[src/rtl/overvoltage_pkg.sv]
// Shared definitions for the overvoltage filter: FSM state encoding,
// settle/filter counter widths and the default synchronizer depth.
package overvoltage_pkg;

    typedef enum logic [1:0] {
        OFF    = 2'd0,
        SETTLE = 2'd1,
        ARMED  = 2'd2
    } ov_state_e;

    localparam int unsigned SETTLE_W        = 8;
    localparam int unsigned FILT_W          = 4;
    localparam int unsigned SYNC_STAGES_DEF = 2;

endpackage

[src/rtl/ov_sync.sv]
// Multi-flop synchronizer for the asynchronous comparator output.
// Ports:
//   clk     - destination clock
//   rst     - asynchronous active-high reset, clears every stage
//   d_async - asynchronous input
//   q_sync  - synchronized output (last stage)
module ov_sync #(
    parameter int unsigned SYNC_STAGES = 2
) (
    input  logic clk,
    input  logic rst,
    input  logic d_async,
    output logic q_sync
);

    logic [SYNC_STAGES-1:0] sync_q;
    logic [SYNC_STAGES-1:0] sync_d;

    always_comb begin
        sync_d = {sync_q[SYNC_STAGES-2:0], d_async};
    end

    always_ff @(posedge clk or posedge rst) begin
        if (rst) begin
            sync_q <= '0;
        end else begin
            sync_q <= sync_d;
        end
    end

    assign q_sync = sync_q[SYNC_STAGES-1];

endmodule

[src/rtl/overvoltage_filter.sv]
// Overvoltage monitor controller: enables the analog macro, blanks its
// output while it settles, debounces the synchronized comparator output
// and keeps sticky/interrupt/event-count status.
// Ports:
//   clk, rst        - clock and asynchronous active-high reset
//   ena_req         - software enable request
//   settle_cnt      - blanking cycles after enable
//   filt_cnt        - debounce length (level must persist filt_cnt+1 cycles)
//   ovout           - raw asynchronous comparator output
//   clr             - pulse clearing ov_sticky and ov_count
//   irq_en          - interrupt enable
//   ena             - enable to the analog macro
//   ov_flag         - debounced overvoltage level
//   ov_sticky       - latched overvoltage occurrence
//   irq             - ov_sticky gated by irq_en
//   ov_count        - saturating count of ov_flag rising edges
//   state           - current FSM state (debug)
module overvoltage_filter
    import overvoltage_pkg::*;
#(
    parameter int unsigned SYNC_STAGES = SYNC_STAGES_DEF,
    parameter int unsigned CNT_W       = 8
) (
    input  logic                clk,
    input  logic                rst,
    input  logic                ena_req,
    input  logic [SETTLE_W-1:0] settle_cnt,
    input  logic [FILT_W-1:0]   filt_cnt,
    input  logic                ovout,
    input  logic                clr,
    input  logic                irq_en,
    output logic                ena,
    output logic                ov_flag,
    output logic                ov_sticky,
    output logic                irq,
    output logic [CNT_W-1:0]    ov_count,
    output logic [1:0]          state
);

    ov_state_e           state_q,     state_d;
    logic [SETTLE_W-1:0] settle_q,    settle_d;
    logic [FILT_W-1:0]   dbnc_q,      dbnc_d;
    logic                ov_flag_q,   ov_flag_d;
    logic                ov_sticky_q, ov_sticky_d;
    logic                irq_q,       irq_d;
    logic                ena_q,       ena_d;
    logic [CNT_W-1:0]    ov_count_q,  ov_count_d;
    logic                ov_s;
    logic                rise;

    ov_sync #(
        .SYNC_STAGES(SYNC_STAGES)
    ) u_sync (
        .clk     (clk),
        .rst     (rst),
        .d_async (ovout),
        .q_sync  (ov_s)
    );

    always_comb begin
        state_d   = state_q;
        settle_d  = settle_q;
        dbnc_d    = '0;
        ov_flag_d = 1'b0;

        case (state_q)
            OFF: begin
                if (ena_req) begin
                    settle_d = settle_cnt;
                    state_d  = (settle_cnt == '0) ? ARMED : SETTLE;
                end
            end
            SETTLE: begin
                // Leave on the cycle the counter reaches zero.
                if (settle_q <= SETTLE_W'(1)) begin
                    settle_d = '0;
                    state_d  = ARMED;
                end else begin
                    settle_d = settle_q - SETTLE_W'(1);
                end
            end
            ARMED: begin
                ov_flag_d = ov_flag_q;
                if (ov_s != ov_flag_q) begin
                    // >= so a lowered filt_cnt mid-debounce takes effect at once.
                    if (dbnc_q >= filt_cnt) begin
                        ov_flag_d = ~ov_flag_q;
                    end else begin
                        dbnc_d = dbnc_q + FILT_W'(1);
                    end
                end
            end
            default: state_d = OFF;
        endcase

        // Disable overrides everything except sticky status and count.
        if (!ena_req) begin
            state_d   = OFF;
            settle_d  = '0;
            dbnc_d    = '0;
            ov_flag_d = 1'b0;
        end

        rise = ov_flag_d & ~ov_flag_q;

        // Set wins over clear.
        if (rise) begin
            ov_sticky_d = 1'b1;
        end else if (clr) begin
            ov_sticky_d = 1'b0;
        end else begin
            ov_sticky_d = ov_sticky_q;
        end

        // clr coinciding with a rising edge yields exactly one event.
        if (clr) begin
            ov_count_d = rise ? CNT_W'(1) : '0;
        end else if (rise && (ov_count_q != '1)) begin
            ov_count_d = ov_count_q + CNT_W'(1);
        end else begin
            ov_count_d = ov_count_q;
        end

        ena_d = (state_d != OFF);
        irq_d = ov_sticky_d & irq_en;
    end

    always_ff @(posedge clk or posedge rst) begin
        if (rst) begin
            state_q     <= OFF;
            settle_q    <= '0;
            dbnc_q      <= '0;
            ov_flag_q   <= 1'b0;
            ov_sticky_q <= 1'b0;
            irq_q       <= 1'b0;
            ena_q       <= 1'b0;
            ov_count_q  <= '0;
        end else begin
            state_q     <= state_d;
            settle_q    <= settle_d;
            dbnc_q      <= dbnc_d;
            ov_flag_q   <= ov_flag_d;
            ov_sticky_q <= ov_sticky_d;
            irq_q       <= irq_d;
            ena_q       <= ena_d;
            ov_count_q  <= ov_count_d;
        end
    end

    assign ena       = ena_q;
    assign ov_flag   = ov_flag_q;
    assign ov_sticky = ov_sticky_q;
    assign irq       = irq_q;
    assign ov_count  = ov_count_q;
    assign state     = state_q;

endmodule

[config.mk]
export PLATFORM = sky130hd
export DESIGN_NAME = overvoltage_filter
export DESIGN_NICKNAME = d
export VERILOG_FILES = /design/src/rtl/overvoltage_pkg.sv /design/src/rtl/ov_sync.sv /design/src/rtl/overvoltage_filter.sv
export SDC_FILE = /design/constraint.sdc
export NUM_CORES = 1
export LEC_CHECK = 0
export BUFFER_PORTS_ARGS = -buffer_cell sky130_fd_sc_hd__buf_2
export CELL_PAD_IN_SITES_DETAIL_PLACEMENT = 1
export CELL_PAD_IN_SITES_GLOBAL_PLACEMENT = 2
export CORE_MARGIN = 8
export CORE_UTILIZATION = 37
export CTS_BUF_LIST = sky130_fd_sc_hd__clkbuf_8
export CTS_CLUSTER_SIZE = 14
export DETAILED_ROUTE_END_ITERATION = 8
export PLACE_DENSITY_LB_ADDON = 0.1
export SKIP_LAST_GASP = 1
export SLEW_MARGIN = 0
export SYNTH_ARGS = -nofsm -noshare
export SYNTH_HDL_FRONTEND = slang
export SYNTH_SLANG_ARGS = --single-unit
export TNS_END_PERCENT = 50
[constraint.sdc]
create_clock -name clk -period 3.8 [get_ports clk]
set_clock_uncertainty 0.15 [all_clocks]
set_input_delay 1.14 -clock clk [delete_from_list [all_inputs] [get_ports clk]]
set_output_delay 1.14 -clock clk [all_outputs]
set_load 0.05 [all_outputs]
==> metrics.txt <==
Final setup violation count=0; syn nets=197; Fill cells=512; synthesized area per cell=9.46 µm²; Vias/cell=5.48; Setup TNS=0 ns; Die X=82.1 µm; Min-Delay Endpoint=u_sync.sync_q[1]; hold buffers post-CTS=0; number of synthesized register bits=28; max_cap viols=0; post-layout utilization of the core=43.9%; CP Class=input pin to flop; Async SR Flop Fraction=100%; crit share post-route=78.2%; Root Buffer=clkbuf_8; Layout Area Growth over Synthesis=16.5%; R2R Path Start=state[1]; max incr delay on CP=0.53 ns; initial antenna violation count=0; Synth Flop Type=dfrtp_1; Initial DRC Count=34; Detailed Route WL=4.00 mm; Hold Path Class=flop to flop; Worst R2R Setup Slack=1.24 ns; RSZ-0062 raised after global routing=no; post-synthesis instance area=0.00162 mm²; Crit. path cell count=8; critical path launch point type=input pin; Critical Path Start=filt_cnt[0]; Initial Util=37.7%; HPWL Detailed=3.09 mm; PwrDens=439 mW/mm²; worst-skew pair later-pin latency=0.27 ns; most common cell after layout, fill and taps aside=buf_2; Distinct cells, synth=47; P_leak=0.000905 µW; clk buf depth=2; number of global-route vias before repair=1455; Critical R2R Capture=ov_count[3]; TritonCTS clock tree=yes; Worst Setup End Kind=flop; path depth of the worst reg2reg path=5; largest net degree at the start of global routing=29; Detail Route Antenna Nets=0; Die ar.=0.00674 mm²; layout cells sized above 1=20.7%; routed length per placed instance=15.7 µm; HP Start=u_sync.sync_q[0]; Worst Path Max Fanout=10; Worst VDD drop=0.209 mV; Post-CTS Setup Bufs=0; CTS H-Tree Depth=1; # resized after CTS=0; total congestion overflow=0; Antenna diodes=0; Sink Count=28; Cell Chain, Critical Path=buf_2 > ha_1 > nand2b_1 > a2111oi_0 > buf_4 > or3_1 > or4_1 > a21oi_1; FMAX=336 MHz; drt drc=0; cell total after placement=251; row cnt=24; Post-synth EDFFs=0; Slew @ Worst Pin=0.721 ns; synth warn=0; CTS clk-pin slew, worst paths=0.10 ns; Final Hold Vio Count=0; IO Count=32; vias post-DR=1398; Rel. slew slack=51.4%; GRT Total Usage=12.6%; Syn Inst Count=171; Slew Viols, Final=0; Worst Path Buf+Inv=2; Core Region=0.00429 mm²; router iterations before antenna repair=3; WP data required=3.85 ns; most frequent cells in the layout=buf_2, dfrtp_1, nor2_1; Num CTS Buffers=3; height of the die=82.1 µm; status=finished clean; CP arrival=3.03 ns; global-route wire length before repair=6.78 mm; GP Congestion=0.826; port bufs=31; Nets=230; crit path time final=2.97 ns; Worst path slowest cell=or4_1; hold path depth=0; non-filler instance count after layout=255; CP delay by family, top=simple AND/OR/NAND/NOR gates; sequential cell area fraction in the yosys report=43.3%
==> cell families (layout without fill, tap and decap cells) <==
family / after synthesis / after routing / share of synthesized area, %
buffers and inverters: 17 / 49 / 4.49
adders and majority gates: 8 / 8 / 6.19
muxes: 3 / 3 / 1.93
AOI/OAI and AO/OA: 40 / 40 / 17.3
DFF: 28 / 28 / 43.3
and+or+nand+nor: 71 / 71 / 24.6
xor gates and xnor gates: 4 / 4 / 2.17
==> how the worst max path moves through the flow <==
stage / to / slack, ns
after floorplan: ov_count[2] / 0.65
after global placement: ov_count[3] / 0.57
after detailed placement: ov_count[3] / 0.51
after CTS: ov_count[3] / 0.81
after global routing: ov_count[3] / 0.73
final: ov_count[3] / 0.83
==> routing by layer <==
layer  up-vias  global-route usage (%)  share of wire, %
met5         -                       0                 0
met4         0                    4.21              0.92
met3         4                    2.06               4.4
met2        24                    22.9                51
met1       677                    14.6                44
li1        693                       -                 -
==> Yosys cell counts, types with 3 or more instances <==
library cell  instances  area share, %
ha_1                  8            6.2
o21ai_0               9            2.8
or3_1                 4            1.5
nor3_1                6            1.9
a21oi_1               8            2.5
nor2b_1               6            2.3
nor4_1                4            1.5
inv_1                11            2.6
xnor2_1               3            1.6
nand2_1              12            2.8
or4_1                 3            1.4
o31ai_1               3            1.4
clkbuf_1              4           0.93
and2_1                3            1.2
dfrtp_1              28             43
a21boi_0              4            1.9
nand3_1               6            1.9
nor2_1               14            3.2
==> state kept, by name, indices dropped and copies added, names as in the netlist <==
| name | flops |
|---|---|
| settle_q | 8 |
| irq | 1 |
| ov_count | 8 |
| ov_sticky | 1 |
| ov_flag | 1 |
| state | 2 |
| dbnc_q | 4 |
| u_sync.sync_q | 2 |
| ena | 1 |
==> worst register-to-register path, cell delays in order (launching register included) <==
cell,delay (ns)
dfrtp_1,0.69
nand3b_4,0.13
or3b_1,0.38
or3_1,0.45
or4_1,0.54
a21oi_1,0.16
==> per-stage QoR <==
| stage | setup WS (ns) | power (µW) | cell area [µm²] | hold slack, ns |
|---|---|---|---|---|
| 6_report | 0.828 | 827 | 1880 | 0.216 |
| 5_1_grt | 0.734 | 887 | 1880 | 0.226 |
| 4_1_cts | 0.813 | 847 | 1880 | 0.224 |
| 3_5_place_dp | 0.514 | 650 | 1830 | 0.200 |
| 3_3_place_gp | 0.567 | 640 | 1830 | 0.185 |
| 2_1_floorplan | 0.646 | 577 | 1620 | 0.181 |
==> power by group <==
group	internal (µW)	switching (µW)	leakage, µW
registers	326	57.5	0.000376
logic	109	148	0.000500
clock network	92.8	93.8	0.0000288
==> final cells by class <==
| cell class | count | area (µm²) | share of cell area (%) |
|---|---|---|---|
| Sequential cell | 28 | 701 | 37.2 |
| Clock buffer | 4 | 55.1 | 2.92 |
| Tap cell | 52 | 65.1 | 3.45 |
| Multi-Input combinational cell | 126 | 845 | 44.8 |
| Timing Repair Buffer | 34 | 178 | 9.43 |
| Inverter | 11 | 41.3 | 2.19 |
Power figures use the tool's default switching activity.
